===== src/rtl/sysmem_pkg.sv =====
// Shared definitions for the system data memory arbiter: port numbering,
// FSM encoding and a small one-hot helper.
package sysmem_pkg;

    localparam int NPORTS = 4;
    localparam int IDX_W  = $clog2(NPORTS);

    localparam int P_CPU = 0;
    localparam int P_E1  = 1;
    localparam int P_E2  = 2;
    localparam int P_E3  = 3;

    typedef enum logic {
        S_IDLE   = 1'b0,
        S_ACCESS = 1'b1
    } arb_state_t;

    // Isolates the lowest set bit, giving index 0 the highest priority.
    function automatic logic [NPORTS-1:0] lowest_one(input logic [NPORTS-1:0] v);
        return v & (~v + NPORTS'(1));
    endfunction

endpackage


===== src/rtl/sys_mem_arbiter_starve_pick.sv =====
// Combinational winner picker: starved eligible ports beat everyone,
// otherwise plain fixed priority with port 0 first.
module starve_pick
    import sysmem_pkg::*;
(
    input  logic [NPORTS-1:0] elig,
    input  logic [NPORTS-1:0] starved,
    output logic [NPORTS-1:0] grant,
    output logic [IDX_W-1:0]  grant_idx,
    output logic              any_grant
);

    logic [NPORTS-1:0] hungry;
    logic [NPORTS-1:0] pool;

    // Pick the lowest index from the starved set if it is non-empty, else from all eligible ports.
    always_comb begin
        hungry    = elig & starved;
        pool      = (|hungry) ? hungry : elig;
        grant     = lowest_one(pool);
        grant_idx = '0;
        for (int i = NPORTS - 1; i >= 0; i--) begin
            if (grant[i]) grant_idx = IDX_W'(i);
        end
        any_grant = |elig;
    end

endmodule


===== src/rtl/sys_mem_arbiter.sv =====
// Four-requester arbiter in front of the single-ported system data memory.
// Every memory-side output is a flop, so strobes are glitch-free and drop
// immediately on reset.
//
//   state    | meaning
//   ---------+-----------------------------------------------------------
//   S_IDLE   | strobes low; arbitrate among req & ~ack, latch the winner
//   S_ACCESS | one strobe high for the latched winner; ack next cycle
module sys_mem_arbiter
    import sysmem_pkg::*;
#(
    parameter int N            = 32,
    parameter int AW           = 7,
    parameter int STARVE_LIMIT = 8
) (
    input  logic         clk,
    input  logic         rst_n,
    input  logic         req0,
    input  logic         req1,
    input  logic         req2,
    input  logic         req3,
    input  logic         we0,
    input  logic         we1,
    input  logic         we2,
    input  logic         we3,
    input  logic [N-1:0] addr0,
    input  logic [N-1:0] addr1,
    input  logic [N-1:0] addr2,
    input  logic [N-1:0] addr3,
    input  logic [N-1:0] wdata0,
    input  logic [N-1:0] wdata1,
    input  logic [N-1:0] wdata2,
    input  logic [N-1:0] wdata3,
    output logic         ack0,
    output logic         ack1,
    output logic         ack2,
    output logic         ack3,
    output logic [N-1:0] rdata0,
    output logic [N-1:0] rdata1,
    output logic [N-1:0] rdata2,
    output logic [N-1:0] rdata3,
    output logic         mem_read,
    output logic         mem_write,
    output logic [N-1:0] mem_addr,
    output logic [N-1:0] mem_wdata,
    input  logic [N-1:0] mem_rdata,
    output logic         busy
);

    localparam int             CW        = $clog2(STARVE_LIMIT) + 1;
    localparam logic [CW-1:0]  CNT_LIMIT = CW'(STARVE_LIMIT);
    localparam logic [CW-1:0]  CNT_MAX   = '1;

    arb_state_t        state_q, state_d;
    logic [NPORTS-1:0] req_v, we_v, ack_q, ack_d, elig, starved, pick_grant;
    logic [IDX_W-1:0]  pick_idx, win_q;
    logic              pick_any, load, rd_d, wr_d;
    logic [N-1:0]      addr_a  [NPORTS];
    logic [N-1:0]      wdata_a [NPORTS];
    logic [N-1:0]      rdata_q [NPORTS];
    logic [CW-1:0]     cnt_q   [NPORTS];

    assign req_v = {req3, req2, req1, req0};
    assign we_v  = {we3, we2, we1, we0};
    assign addr_a[P_CPU]  = addr0;
    assign addr_a[P_E1]   = addr1;
    assign addr_a[P_E2]   = addr2;
    assign addr_a[P_E3]   = addr3;
    assign wdata_a[P_CPU] = wdata0;
    assign wdata_a[P_E1]  = wdata1;
    assign wdata_a[P_E2]  = wdata2;
    assign wdata_a[P_E3]  = wdata3;

    // A port still seeing its ack is masked so it cannot be re-granted on a stale request.
    assign elig = req_v & ~ack_q;

    // A port is starved once it has waited STARVE_LIMIT cycles.
    always_comb begin
        for (int i = 0; i < NPORTS; i++) starved[i] = (cnt_q[i] >= CNT_LIMIT);
    end

    starve_pick u_pick (
        .elig      (elig),
        .starved   (starved),
        .grant     (pick_grant),
        .grant_idx (pick_idx),
        .any_grant (pick_any)
    );

    // Next state, grant load and next strobe/ack values.
    always_comb begin
        state_d = state_q;
        load    = 1'b0;
        ack_d   = '0;
        case (state_q)
            S_IDLE: begin
                if (pick_any) begin
                    state_d = S_ACCESS;
                    load    = 1'b1;
                end
            end
            S_ACCESS: begin
                state_d = S_IDLE;
                ack_d   = NPORTS'(1) << win_q;
            end
            default: state_d = S_IDLE;
        endcase
        rd_d = load & ~we_v[pick_idx];
        wr_d = load &  we_v[pick_idx];
    end

    // FSM state register.
    always_ff @(posedge clk or negedge rst_n) begin
        if (!rst_n) state_q <= S_IDLE;
        else        state_q <= state_d;
    end

    // Memory-side strobes, latched winner address/data and the ack pulse.
    always_ff @(posedge clk or negedge rst_n) begin
        if (!rst_n) begin
            win_q     <= '0;
            mem_read  <= 1'b0;
            mem_write <= 1'b0;
            mem_addr  <= '0;
            mem_wdata <= '0;
            ack_q     <= '0;
        end else begin
            mem_read  <= rd_d;
            mem_write <= wr_d;
            ack_q     <= ack_d;
            if (load) begin
                win_q     <= pick_idx;
                mem_addr  <= N'(addr_a[pick_idx][AW-1:0]);
                mem_wdata <= wdata_a[pick_idx];
            end
        end
    end

    // Read data lands in the winner's register at the end of the read cycle, alongside its ack.
    always_ff @(posedge clk or negedge rst_n) begin
        if (!rst_n) begin
            for (int i = 0; i < NPORTS; i++) rdata_q[i] <= '0;
        end else if (mem_read) begin
            rdata_q[win_q] <= mem_rdata;
        end
    end

    // Saturating wait counters; a port being served or not requesting is not waiting.
    always_ff @(posedge clk or negedge rst_n) begin
        if (!rst_n) begin
            for (int i = 0; i < NPORTS; i++) cnt_q[i] <= '0;
        end else begin
            for (int i = 0; i < NPORTS; i++) begin
                if (!req_v[i] || (load && pick_grant[i]) ||
                    (state_q == S_ACCESS && win_q == IDX_W'(i))) begin
                    cnt_q[i] <= '0;
                end else if (cnt_q[i] != CNT_MAX) begin
                    cnt_q[i] <= cnt_q[i] + 1'b1;
                end
            end
        end
    end

    assign ack0   = ack_q[P_CPU];
    assign ack1   = ack_q[P_E1];
    assign ack2   = ack_q[P_E2];
    assign ack3   = ack_q[P_E3];
    assign rdata0 = rdata_q[P_CPU];
    assign rdata1 = rdata_q[P_E1];
    assign rdata2 = rdata_q[P_E2];
    assign rdata3 = rdata_q[P_E3];
    assign busy   = (state_q == S_ACCESS);

endmodule


===== config.mk =====
export PLATFORM = sky130hd
export DESIGN_NAME = sys_mem_arbiter
export DESIGN_NICKNAME = d
export VERILOG_FILES = /design/src/rtl/sysmem_pkg.sv /design/src/rtl/sys_mem_arbiter_starve_pick.sv /design/src/rtl/sys_mem_arbiter.sv
export SDC_FILE = /design/constraint.sdc
export NUM_CORES = 1
export LEC_CHECK = 0
export BUFFER_PORTS_ARGS = -buffer_cell sky130_fd_sc_hd__buf_4
export CAP_MARGIN = 20
export CORE_AREA = 5 5 188 190
export DETAILED_ROUTE_END_ITERATION = 10
export DIE_AREA = 0 0 193 195
export PLACE_DENSITY = 0.6
export SETUP_SLACK_MARGIN = 0.15
export SLEW_MARGIN = 20
export SYNTH_ARGS = -nofsm -noshare
export SYNTH_HDL_FRONTEND = slang
export SYNTH_SLANG_ARGS = --single-unit

===== constraint.sdc =====
create_clock -name clk -period 2 [get_ports clk]
set_clock_uncertainty 0.2 [all_clocks]
set_input_delay 0.2 -clock clk [delete_from_list [all_inputs] [get_ports clk]]
set_output_delay 0.2 -clock clk [all_outputs]
set_load 0.02 [all_outputs]

### Yosys cells after proc, flatten, opt, wreduce, memory -nomap -nowiden

Index checks and enable logic that the tools add are counted.

| operators by class | value |
|---|---|
| add/subtract/negate cells | 5 |
| order comparisons | 8 |
| equal/unequal tests | 7 |
| shift-type cells | 1 |
| mux-type cells | 28 |
| bitwise logic cells | 11 |
| reduce and logical (&&, ||, !) cells | 28 |

Operators by type and width:

| cell | count |
|---|---|
| binary-select mux 32 bit (select 2 bit) | 2 |
| bitwise mux 128 bit | 1 |
| 2-to-1 mux 32 bit | 3 |
| demux 32 bit (select 2 bit) | 1 |
| 2-to-1 mux 4 bit | 10 |
| adder 4 x 1 -> 4 bit (second input constant) | 5 |
| greater-or-equal comparator 4 bit (second input constant) | 4 |
| inequality test 4 bit (second input constant) | 4 |
| 2-to-1 mux 7 bit | 2 |
| AND 4 bit | 3 |
| logical AND 1 bit | 9 |
| logical OR 1 bit | 8 |
| 2-to-1 mux 2 bit | 4 |
| inverter 4 bit | 2 |
| nonzero test 2 bit | 4 |
| OR reduction 4 bit | 2 |
| greater-or-equal comparator 3 bit (second input constant) | 2 |
| inverter 2 -> 3 bit | 2 |
| equality test 2 bit (second input constant) | 2 |
| zero test 1 bit | 4 |
| << shifter 1 x 2 -> 4 bit (first input constant) | 1 |
| < comparator 2 x 3 -> 1 bit (second input constant) | 1 |
| < comparator 3 x 1 -> 1 bit (second input constant) | 1 |
| 2-to-1 mux 1 bit | 3 |
| other kinds (6) | 8 |

| word-level totals | value |
|---|---|
| register bits after elaboration | 192 |
| input port bits | 298 |
| output and inout port bits | 199 |

### Depth between registers and ports, before layout

Gate-level depths: netlist of the first run.

| depth | value |
|---|---|
| depth in word-level cells | 16 |
| depth in mapped cells | 9 |
| mapped depth without buffers | 6 |

### Hierarchy

From an unflattened synthesis of the first run, not the netlist that was laid out.

| unflattened totals | value |
|---|---|
| cells, all modules | 669 |
| area, all modules | 8,738.4 sq um |

Modules (own cells, without submodules):

| module | instances | cells an instance | area an instance (sq um) |
|---|---|---|---|
| sys_mem_arbiter | 1 | 644 | 8,568.2 |
| starve_pick | 1 | 25 | 170.2 |

### Worst setup path before layout of the first run

No wires, ideal clock.

| timing | value |
|---|---|
| kind | reg-to-reg |
| start point | register ack_q[2] |
| end point | register mem_write |
| setup time | 0.120 ns |
| arrival | 1.755 ns |
| required time | 1.680 ns |
| slack | -0.074 ns |
| stages on the path, launching flop included | 8 |
| buffers on the path | 1 |
| clock period less this slack | 2.074 ns |
| path through | dfrtp_1 > nand3b_1 > a21oi_1 > o22ai_1 > nand2b_1 > buf_2 > a311o_1 > and3_1 |

| between the ends | value |
|---|---|
| cells in the longest elaborated chain, start to end | 15 |

RTL lines:

| item | RTL line | RTL |
|---|---|---|
| start, declared | sys_mem_arbiter.sv:55 | `logic [NPORTS-1:0] req_v, we_v, ack_q, ack_d, elig, starved, pick_grant;` |
| start signal, assigned | sys_mem_arbiter.sv:130 | `ack_q <= ack_d;` |
| inverter 4 bit (*) | sys_mem_arbiter.sv:75 | `assign elig = req_v & ~ack_q;` |
| AND 4 bit (*) | sys_mem_arbiter.sv:75 |  |
| AND 4 bit | sys_mem_arbiter_starve_pick.sv:18 | `hungry = elig & starved;` |
| OR reduction 4 bit | sys_mem_arbiter_starve_pick.sv:19 | `pool = (\|hungry) ? hungry : elig;` |
| 2-to-1 mux 4 bit | sys_mem_arbiter_starve_pick.sv:19 |  |
| inverter 4 bit | sysmem_pkg.sv:20 | `return v & (~v + NPORTS'(1));` |
| adder 4 x 1 -> 4 bit | sysmem_pkg.sv:20 |  |
| AND 4 bit | sysmem_pkg.sv:20 |  |
| 2-to-1 mux 2 bit (4 in a row) | sys_mem_arbiter_starve_pick.sv:23 | `if (grant[i]) grant_idx = IDX_W'(i);` |
| binary-select mux 1 bit (select 2 bit) | sys_mem_arbiter.sv:109 | `wr_d = load & we_v[pick_idx];` |
| 2-to-1 mux 1 bit (not written as such) | sys_mem_arbiter.sv:109 |  |
| AND 1 bit (*) | sys_mem_arbiter.sv:109 |  |
| net wr_d | sys_mem_arbiter.sv:57 | `logic pick_any, load, rd_d, wr_d;` |
| end signal, assigned | sys_mem_arbiter.sv:129 | `mem_write <= wr_d;` |
| end, declared | sys_mem_arbiter.sv:43 | `output logic mem_write,` |

Mark *: on every way through the listed nets, which the timed path passes. The rest lies on a longest branch. The select of a mux whose other input is x is not followed.
A chain may end at the register's enable or synchronous reset.

### Worst setup path after layout of the first run

| timing | value |
|---|---|
| start point | register ack_q[2] |
| end point | register mem_wdata[26] |

| between the ends | value |
|---|---|
| cells in the longest elaborated chain, start to end | 16 |

RTL lines:

| item | RTL line | RTL |
|---|---|---|
| inverter 4 bit (*) | sys_mem_arbiter.sv:75 |  |
| AND 4 bit (*) | sys_mem_arbiter.sv:75 |  |
| AND 4 bit | sys_mem_arbiter_starve_pick.sv:18 |  |
| OR reduction 4 bit | sys_mem_arbiter_starve_pick.sv:19 |  |
| 2-to-1 mux 4 bit | sys_mem_arbiter_starve_pick.sv:19 |  |
| inverter 4 bit | sysmem_pkg.sv:20 |  |
| adder 4 x 1 -> 4 bit | sysmem_pkg.sv:20 |  |
| AND 4 bit | sysmem_pkg.sv:20 |  |
| 2-to-1 mux 2 bit (4 in a row) | sys_mem_arbiter_starve_pick.sv:23 |  |
| inverter 2 -> 3 bit (not written as such) | sys_mem_arbiter.sv:134 | `mem_wdata <= wdata_a[pick_idx];` |
| binary-select mux 32 bit (select 2 bit) | sys_mem_arbiter.sv:134 |  |
| 2-to-1 mux 32 bit (not written as such) (2 in a row) | sys_mem_arbiter.sv:134 |  |
| end signal, assigned | sys_mem_arbiter.sv:134 |  |
| end, declared | sys_mem_arbiter.sv:45 | `output logic [N-1:0] mem_wdata,` |

Every way passes the cells marked *; elsewhere a longest branch is shown, timed or not. The select of a mux whose other input is x is not followed.

==> impl_metrics.csv, run 1 <==
group,metric,value,unit
status,status,"finished with violations",
status,violations,"setup timing",
yosys,synth_compound_area_share,10.4,%
timing,period_needed,2180,ps
worst_setup_path,path_class,"reg2reg",
global_routing,grt_pass1_wl,50600,um
yosys,synth-edff-count,0,
final_layout,nNetsFinal,1712,
routing,ant_nets,0,
routing,via_count,8744,
clock_network,clk_pin_slew,80,ps
power,p_total,21.8,mW
place,dp_hpwl,21900,um
power,switching_share,40.3,%
final_layout,fin_util,46.6,%
yosys,synth-simple-area-share,11.3,%
yosys,netlist_top_cells_area,"dfrtp_1 55%, mux2_2 16%, nand2_1 5.4%",
run,cap_violations,0,
yosys,synth_adder_area_share,1.14,%
clock_network,clock-sinks,192,
clock_network,clock_path_buffers,2,
floorplan,start_util,26.3,%
yosys,synth.most_common_cell,"dfrtp_1",
final_layout,fin_area,15500,um2
power,p_switching,8.79,mW
yosys,yosysWarnings,0,
timing,drv_slew,0,
power,ir_drop,0.651,mV
place,place_ws,-147,ps
routing,via_per_inst,4.68,
clock_network,cts_root_buf,"clkbuf_16",
global_routing,overflow,0,
yosys,ys_seq_area_share,54.9,%
yosys,synth.largest_area_cell,"dfrtp_1",
routing,drc,0,
yosys,yosys-mux-area-fraction,16.9,%
yosys,ys_types,43,
yosys,ys.flop_type,"dfrtp_1",
yosys,syn_inst,794,
place,port_buffers,371,
routing,first_pass_iters,5,
yosys,synth.top_cells.by_count,"192 x dfrtp_1, 128 x mux2_2, 127 x nand2_1, 59 x nor2_1, 47 x a21oi_1",
power,powerDensity,1410,nW/um2
timing,timing.final.crit_share,109,%
worst_setup_path,start_kind,"flip-flop",
yosys,syn_area_per_cell,11.0,um2
yosys,async_reset_ff_share,100,%
power,clkPwrFrac,16.7,%
routing,drt-total-wl,34300,um
global_routing,grt_use_total,17.1,%
final_layout,syn_to_final_growth,77.1,%
floorplan,fp.dieH,195,um
floorplan,std_cell_rows,67,
worst_setup_path,path_max_fanout,10,
routing,wire_per_inst,18.4,um
clock_network,numCtsBuffers,17,
timing,fmaxAchievable,458,MHz
timing,hold_viol,0,
hold_path,hold_class,"in2reg",
power,intPower,13.0,mW
timing,fin_ws,-182,ps
final_layout,drive_gt1_share,46.4,%
floorplan,io_pins,497,
power,power_frac_seq,32.0,%
floorplan,coreArea,33300,um2
power,p_leak,7.24,nW
place,placed_area,12400,um2
clock_network,insertion_delay,430,ps
global_routing,antenna_found_initial,1,
clock_network,ctsHtreeMaxLevel,4,
global_routing,grt_pass1_vias,9132,
floorplan,dieArea,37600,um2
timing,tns,-5280,ps
worst_setup_path,critPathRequiredTime,2160,ps
floorplan,dieWidth,193,um
yosys,synth_top_area_share,54.9,%
timing,slew_headroom,66.5,%
routing,drt-initial-drc-count,344,
global_routing,grt_max_degree,58,
yosys,syn-cell-area,8760,um2
yosys,synth-seq-cells,192,
power,combPwrFrac,51.3,%
worst_setup_path,cp.arrival,2340,ps
worst_setup_path,worst_setup_path_end_kind,"flip-flop",
clock_network,cts_tree,"done",
timing,rsz0062_at_grt,"true",
place,routabilityCongestion,0.825,
yosys,synthXorXnorAreaFrac,0.400,%
timing,worstMarginPinSlew,502,ps
yosys,synth_top_family_by_area,"multiplexers",
timing,finalSetupViolations,50,
## through the flow
step           instances  hold WS [ps]
2_1_floorplan        818          -296
3_3_place_gp        1620          15.1
3_5_place_dp        1620          17.8
4_1_cts             1855          13.5
5_1_grt             1868          9.42
6_report            1868          44.8
## cell usage in the layout, fill, tap and decap left out, types with 10 or more instances in the layout
master,count
nand2_2,12
conb_1,25
a21o_1,39
buf_12,16
inv_1,10
dfrtp_1,190
a31oi_1,43
nand3_1,10
clkbuf_16,20
nand2_1,111
buf_4,417
nor2_1,56
mux2_2,128
dlygate4sd3_1,191
a21oi_1,42
## kinds of logic (layout without fill, tap and decap cells)
family,Yosys count,in the layout
simple gates,232,232
buf+inv,81,682
xor+xnor,4,4
other cells,1,26
mux,132,132
fa+ha+maj,8,8
compound gates,144,144
flops,192,192
## final cells by class
class / count / area [um2]
fill: 2905 / 17800
clock buffer: 18 / 429
antenna: 1 / 2.50
timing repair buffer: 639 / 5610
clock inverter: 14 / 194
multi-input combinational: 545 / 3860
sequential: 192 / 4810
tap: 448 / 561
inverter: 11 / 41.3
## worst max-delay path, cell delays in order (launching register included)
cell and delay [ps]:
dfrtp_2 430, nand3b_1 300, a21oi_2 260, o21bai_4 120, o21ai_4 180, buf_6 150, buf_12 140, nand2_1 150
a31oi_1 170
## what timing repair did
action	CTS	global route
pin swaps	37	23
hold buffers	191	0
setup endpoints to repair	56	59
buffers inserted	10	8
hold endpoints to repair	365	0
gates cloned	2	4
resized for setup	35	26
## power by group through the flow
stage          clock (mW)  combinational (mW)  sequential (mW)
2_1_floorplan           0                3.39             8.99
3_3_place_gp            0                10.3             6.96
3_5_place_dp            0                10.4             7.03
4_1_cts              3.76                10.9             6.96
5_1_grt              3.89                11.9             7.20
6_report             3.65                11.2             6.96
## final timing paths
kind	start	slack (ps)	depth (start not counted)	endpoint
setup / recovery	ack_q[2]	-180	8	mem_wdata[26]
hold / removal	we2	40	4	mem_read
setup reg to reg	ack_q[2]	-180	8	mem_wdata[26]
hold reg to reg	rdata3[1]	310	1	rdata3[1]
max in group asynchronous	rst_n	880	3	mem_wdata[23]
min in group asynchronous	rst_n	110	2	cnt_q[8]
## per-layer routing
layer / up-vias / wire length, um / global-route usage [%] / part of all wire (%)
met5: - / 0 / 0 / 0
met4: 0 / 2000 / 10.1 / 5.8
met3: 114 / 2790 / 4.93 / 8.1
met2: 492 / 16600 / 28.5 / 48
met1: 4209 / 12900 / 19.5 / 38
li1: 3929 / - / - / -
## sequential cells by signal (all words and copies together) (netlist names)
register and count:
ack_q 4, busy 1, cnt_q 16, mem_addr 7, mem_read 1, mem_wdata 32
mem_write 1, rdata0 32, rdata1 32, rdata2 32, rdata3 32, win_q 2
Note: power is estimated with default switching activity, not from simulation.
==> run 2, diff against run 1 <==
--- a/config.mk
+++ b/config.mk
@@ -7,10 +7,12 @@
 export LEC_CHECK = 0
 export BUFFER_PORTS_ARGS = -buffer_cell sky130_fd_sc_hd__buf_4
 export CAP_MARGIN = 20
-export CORE_AREA = 5 5 188 190
+export CELL_PAD_IN_SITES_DETAIL_PLACEMENT = 1
+export CELL_PAD_IN_SITES_GLOBAL_PLACEMENT = 2
+export CORE_MARGIN = 5
+export CORE_UTILIZATION = 23
 export DETAILED_ROUTE_END_ITERATION = 10
-export DIE_AREA = 0 0 193 195
-export PLACE_DENSITY = 0.6
+export PLACE_DENSITY = 0.83
 export SETUP_SLACK_MARGIN = 0.15
 export SLEW_MARGIN = 20
 export SYNTH_ARGS = -nofsm -noshare
==> run 2 against run 1 <==
  * The flow still finishes with violations (setup timing)
  * Final cell count rose by 5.1%
  * Fmax decreased by 4.0%
  * Largest power group unchanged
  * Combinational power up 9.8%
  * Worst setup slack lost 91 ps
==> impl_metrics.csv, run 2 (synthesis gave the netlist of run 1 again) <==
group,metric,value,unit
power,switching_share,41.4,%
place,routabilityCongestion,0.794,
final_layout,stdcell_count,1963,
routing,first_pass_iters,5,
global_routing,grt_pass1_wl,59500,um
floorplan,start_util,23.2,%
run,cap_violations,0,
routing,drt-total-wl,42700,um
final_layout,nNetsFinal,1740,
clock_network,numCtsBuffers,17,
timing,fmaxAchievable,440,MHz
floorplan,std_cell_rows,71,
timing,tns,-10790,ps
worst_setup_path,critPathRequiredTime,2130,ps
global_routing,antenna_found_initial,4,
routing,wire_per_inst,21.7,um
power,p_leak,7.49,nW
routing,via_per_inst,4.62,
final_layout,drive_gt1_share,49.3,%
floorplan,fp.dieH,205,um
place,dp_hpwl,24500,um
worst_setup_path,slowest_stage,"dfrtp_2",
hold_path,worstHoldStart,"wdata1[21]",
worst_setup_path,worstPathCellList,"and2b_2 -> buf_4 -> o31a_1 -> o21bai_4 -> buf_6 -> a21boi_2 -> a311o_1 -> and3_1",
floorplan,dieWidth,205,um
timing,drv_slew,0,
clock_network,ctsHtreeMaxLevel,4,
timing,worstMarginPinSlew,508,ps
routing,drt-initial-drc-count,306,
worst_setup_path,timing.rr.end,"mem_write",
routing,via_count,9065,
timing,fin_ws,-273,ps
worst_setup_path,start_kind,"flip-flop",
worst_setup_path,worstSetupStartpoint,"ack_q[2]",
worst_setup_path,path_max_fanout,3,
worst_setup_path,worst-path-buf-inv,2,
clock_network,clk_pin_slew,80,ps
worst_setup_path,cp.arrival,2400,ps
power,ir_drop,0.527,mV
power,power_frac_seq,30.7,%
global_routing,overflow,0,
clock_network,clock-sinks,192,
worst_setup_path,cp_top_family,"compound AO/OA/AOI/OAI gates",
worst_setup_path,reg2reg_from,"ack_q[2]",
power,p_switching,9.42,mW
clock_network,clock_path_buffers,2,
worst_setup_path,r2r_cells,8,
place,port_buffers,371,
global_routing,grt_max_degree,55,
power,intPower,13.3,mW
power,powerDensity,1400,nW/um2
worst_setup_path,reg2reg_setup_slack,-270,ps
final_layout,syn_to_final_growth,85.6,%
timing,rsz0062_at_grt,"true",
final_layout,layout_common_cells,"424 x buf_4, 194 x dlygate4sd3_1, 190 x dfrtp_1",
timing,hold_viol,0,
place,dpl.cell_count,1684,
worst_setup_path,path_class,"reg2reg",
status,status,"finished with violations",
timing,timing.final.crit_share,114,%
timing,finalSetupViolations,53,
timing,slew_headroom,66.1,%
clock_network,cts_root_buf,"clkbuf_16",
worst_setup_path,cp.depth,8,
worst_setup_path,slowest_delay,370,ps
timing,period_needed,2270,ps
worst_setup_path,cp-endpoint,"mem_write",
power,combPwrFrac,53.9,%
floorplan,coreArea,37700,um2
floorplan,io_pins,497,
global_routing,grt_pass1_vias,10247,
clock_network,cts_tree,"done",
final_layout,mostFrequentLayoutCell,"buf_4",
routing,drc,0,
global_routing,grt_use_total,18.4,%
clock_network,insertion_delay,440,ps
status,violations,"setup timing",
worst_setup_path,worst_setup_path_end_kind,"flip-flop",
hold_path,hold_class,"in2reg",
routing,ant_nets,0,
floorplan,dieArea,42100,um2
power,clkPwrFrac,15.4,%
## run 2: cell types whose count changed in the layout (fill, tap and decap cells not counted), sizes merged
cell / before / now
inv: 16 / 18
bufinv: 2 / 1
diode: 1 / 5
dlygate4sd3: 191 / 194
buf: 444 / 463
clkbuf: 22 / 28
clkinvlp: 2 / 1
## run 2: power groups by stage
stage / logic (mW) / registers [mW] / clock network [mW]
6_report: 12.3 / 6.98 / 3.52
5_1_grt: 13.0 / 7.23 / 3.81
4_1_cts: 11.4 / 6.97 / 3.64
3_5_place_dp: 10.6 / 7.03 / 0
3_3_place_gp: 10.4 / 6.90 / 0
2_1_floorplan: 3.39 / 8.99 / 0
## run 2: worst min-delay path by stage
stage / end / depth (start not counted)
4_1_cts: mem_wdata[21] / 4
3_3_place_gp: rdata2[26] / 1
2_1_floorplan: ack_q[0] / 0
6_report: mem_wdata[21] / 4
3_5_place_dp: rdata2[26] / 1
5_1_grt: mem_wdata[21] / 4
## run 2: area by class of cell
cell class	count	area, um2
Timing Repair Buffer	667	6060
Sequential cell	192	4810
Inverter	11	41.3
Antenna cell	5	12.5
Clock buffer	18	429
Multi-Input combinational cell	545	4100
Clock inverter	14	166
Tap cell	511	639
Fill cell	4122	21400
## run 2: what timing repair did
action | in CTS | in global routing
endpoints found under the hold margin | 369 | 0
pin swaps | 29 | 30
endpoints found under the setup margin | 56 | 58
gates resized for setup | 47 | 67
cloned | 5 | 10
hold buffers | 194 | 0
buffers inserted | 19 | 14
## run 2: layer usage
metal	GRT usage, %	up-vias	routed length, um
li1	-	3992	-
met1	19.5	4512	15100
met2	32.7	429	22200
met3	5.32	132	2930
met4	10.3	0	2430
met5	0	-	0
## run 2: worst reg2reg max path, cell delays in order, from the launching register on
cell and delay (ps):
dfrtp_2 370, and2b_2 260, buf_4 140, o31a_1 280, o21bai_4 200, buf_6 140
a21boi_2 50, a311o_1 320, and3_1 210
## run 2: stage by stage
stage / hold WS (ps) / setup slack (ps) / power [mW] / cell area, um2 / utilization [%]
4_1_cts: 4.35 / -140 / 22.0 / 15600 / 41.3
3_5_place_dp: 13.0 / -192 / 17.6 / 12500 / 33.3
5_1_grt: 66.9 / -348 / 24.0 / 16300 / 43.2
2_1_floorplan: -296 / -9.95 / 12.4 / 8910 / -
6_report: 66.1 / -273 / 22.8 / 16300 / 43.2
3_3_place_gp: 8.46 / -158 / 17.3 / 12500 / 33.3
==> run 3, diff against run 2 <==
--- a/config.mk
+++ b/config.mk
@@ -13,6 +13,7 @@
 export CORE_UTILIZATION = 23
 export DETAILED_ROUTE_END_ITERATION = 10
 export PLACE_DENSITY = 0.83
+export RECOVER_POWER = 25
 export SETUP_SLACK_MARGIN = 0.15
 export SLEW_MARGIN = 20
 export SYNTH_ARGS = -nofsm -noshare
==> run 3 against run 2 <==
  * The flow still finishes with violations (setup timing)
  * Global-route usage unchanged
  * Worst setup slack got worse by 1.7 ps
  * Routed wire length is 0.21% higher
  * Via count is essentially flat
  * Non-clock buffer count did not move
  * Die area stayed put
  * Clock power hardly changed
  * Final area decreased by 0.11%
  * Highest routed layer unchanged
==> impl_metrics.csv, run 3 (synthesis gave the netlist of run 1 again) <==
group,metric,value,unit
status,status,"finished with violations",
status,violations,"setup timing",
power,p_leak,7.48,nW
final_layout,nNetsFinal,1740,
floorplan,std_cell_rows,71,
routing,wl_met2,22300,um
routing,via_per_inst,4.61,
clock_network,insertion_delay,440,ps
worst_setup_path,worstPathCellList,"and2b_2 -> a21oi_2 -> buf_4 -> buf_6 -> nor2_4 -> buf_4 -> buf_4 -> buf_6 -> o311ai_4 -> buf_6 -> nor3_1",
timing,rsz0062_at_grt,"true",
floorplan,coreArea,37700,um2
global_routing,grt_pass1_wl,59500,um
floorplan,dieArea,42100,um2
worst_setup_path,path_max_fanout,4,
clock_network,clock-sinks,192,
power,powerDensity,1400,nW/um2
floorplan,dieWidth,205,um
timing,period_needed,2270,ps
final_layout,syn_to_final_growth,85.4,%
worst_setup_path,slowest_stage,"dfrtp_2",
global_routing,grt_use_total,18.4,%
timing,worstMarginPinSlew,1410,ps
global_routing,grt_max_degree,55,
routing,drt-total-wl,42700,um
floorplan,io_pins,497,
worst_setup_path,critPathRequiredTime,2160,ps
clock_network,clk_pin_slew,70,ps
clock_network,cts_root_buf,"clkbuf_16",
clock_network,cts_tree,"done",
timing,fmaxAchievable,440,MHz
worst_setup_path,start_kind,"flip-flop",
routing,wire_per_inst,21.8,um
final_layout,mostFrequentLayoutCell,"buf_4",
global_routing,grt_pass1_vias,10247,
worst_setup_path,cp.arrival,2430,ps
routing,ant_nets,0,
clock_network,clock_path_buffers,2,
timing,slew_headroom,6.22,%
final_layout,layout_common_cells,"423 x buf_4, 194 x dlygate4sd3_1, 190 x dfrtp_1",
routing,routed.top_layer,"met4",
worst_setup_path,worst_setup_path_end_kind,"flip-flop",
final_layout,drive_gt1_share,49.2,%
global_routing,antenna_found_initial,4,
final_layout,regArea,4810,um2
final_layout,multi_input_area,4100,um2
hold_path,hold_class,"in2reg",
timing,tns,-10900,ps
worst_setup_path,path_class,"reg2reg",
routing,met1_length,15300,um
worst_setup_path,slowest_delay,410,ps
clock_network,numCtsBuffers,17,
timing,timing.final.crit_share,114,%
floorplan,fp.dieH,205,um
routing,first_pass_iters,4,
timing,timing.hold.ws,70.8,ps
timing,hold_viol,0,
run,cap_violations,0,
routing,dr_wl_met3,2860,um
timing,drv_slew,0,
place,port_buffers,371,
floorplan,start_util,23.2,%
timing,finalSetupViolations,53,
global_routing,overflow,0,
clock_network,ctsHtreeMaxLevel,4,
place,routabilityCongestion,0.794,
final_layout,fillers,4124,
power,ir_drop,0.528,mV
timing,fin_ws,-275,ps
routing,drc,0,
routing,via_count,9056,
routing,drt-initial-drc-count,321,
place,dp_hpwl,24500,um
run 3: cell types whose count changed in the layout (fill, tap and decap cells not counted):
cell,delta
buf_4,-1
buf_12,-1
clkbuf_8,-1
clkbuf_1,+1
buf_8,+1
buf_2,+1
run 3: what timing repair did:
action                                  4_1_cts  5_1_grt
endpoints found under the hold margin       369        0
hold buffers                                194        0
resized for setup                            47       67
endpoints found under the setup margin       56       58
pin swaps                                    29       30
setup buffers                                19       14
gates cloned                                  5       10
run 3: area by class of cell:
type,count,area share (%)
well taps,511,3.94
inverters,11,0.254
repair buffers,667,37.2
flip-flops and latches,192,29.6
diodes,5,0.0771
clock inverters,14,1.02
multi-input cells,545,25.2
clock buffers,18,2.64
run 3: report_power, final:
| part | internal (mW) | switching, mW |
|---|---|---|
| Combinational | 5.76 | 6.49 |
| Clock | 1.79 | 1.73 |
| Sequential | 5.77 | 1.21 |
run 3: final timing paths:
path | startpoint | to | slack [ps] | cells past startpoint
max reg2reg | ack_q[2] | cnt_q[3] | -270 | 11
max in group asynchronous | rst_n | ack_q[2] | 230 | 2
min in group asynchronous | rst_n | rdata1[24] | 440 | 2
min reg2reg | rdata3[28] | rdata3[28] | 310 | 1
max | ack_q[2] | cnt_q[3] | -270 | 11
min | wdata1[21] | mem_wdata[21] | 70 | 4
run 3: stage by stage:
step	utilization (%)	total power [mW]	instance area, um2	std cells	setup slack (ps)
after floorplan	-	12.4	8910	818	-9.95
after global placement	33.3	17.3	12500	1684	-158
after detailed placement	33.3	17.6	12500	1684	-192
after CTS	41.3	22.0	15600	1934	-140
after global routing	43.1	24.0	16200	1962	-348
final	43.1	22.8	16200	1963	-275
run 3: layer usage:
metal | vias up | track usage, %
met5 | - | 0
met4 | 0 | 10.3
met3 | 127 | 5.32
met2 | 409 | 32.7
met1 | 4526 | 19.5
li1 | 3994 | -
run 3: critical path, delay by kind of cell (launching register included):
family	cells	cell delay, ps
compound gates	2	160
buf+inv	6	770
flops	1	410
simple gates	3	640
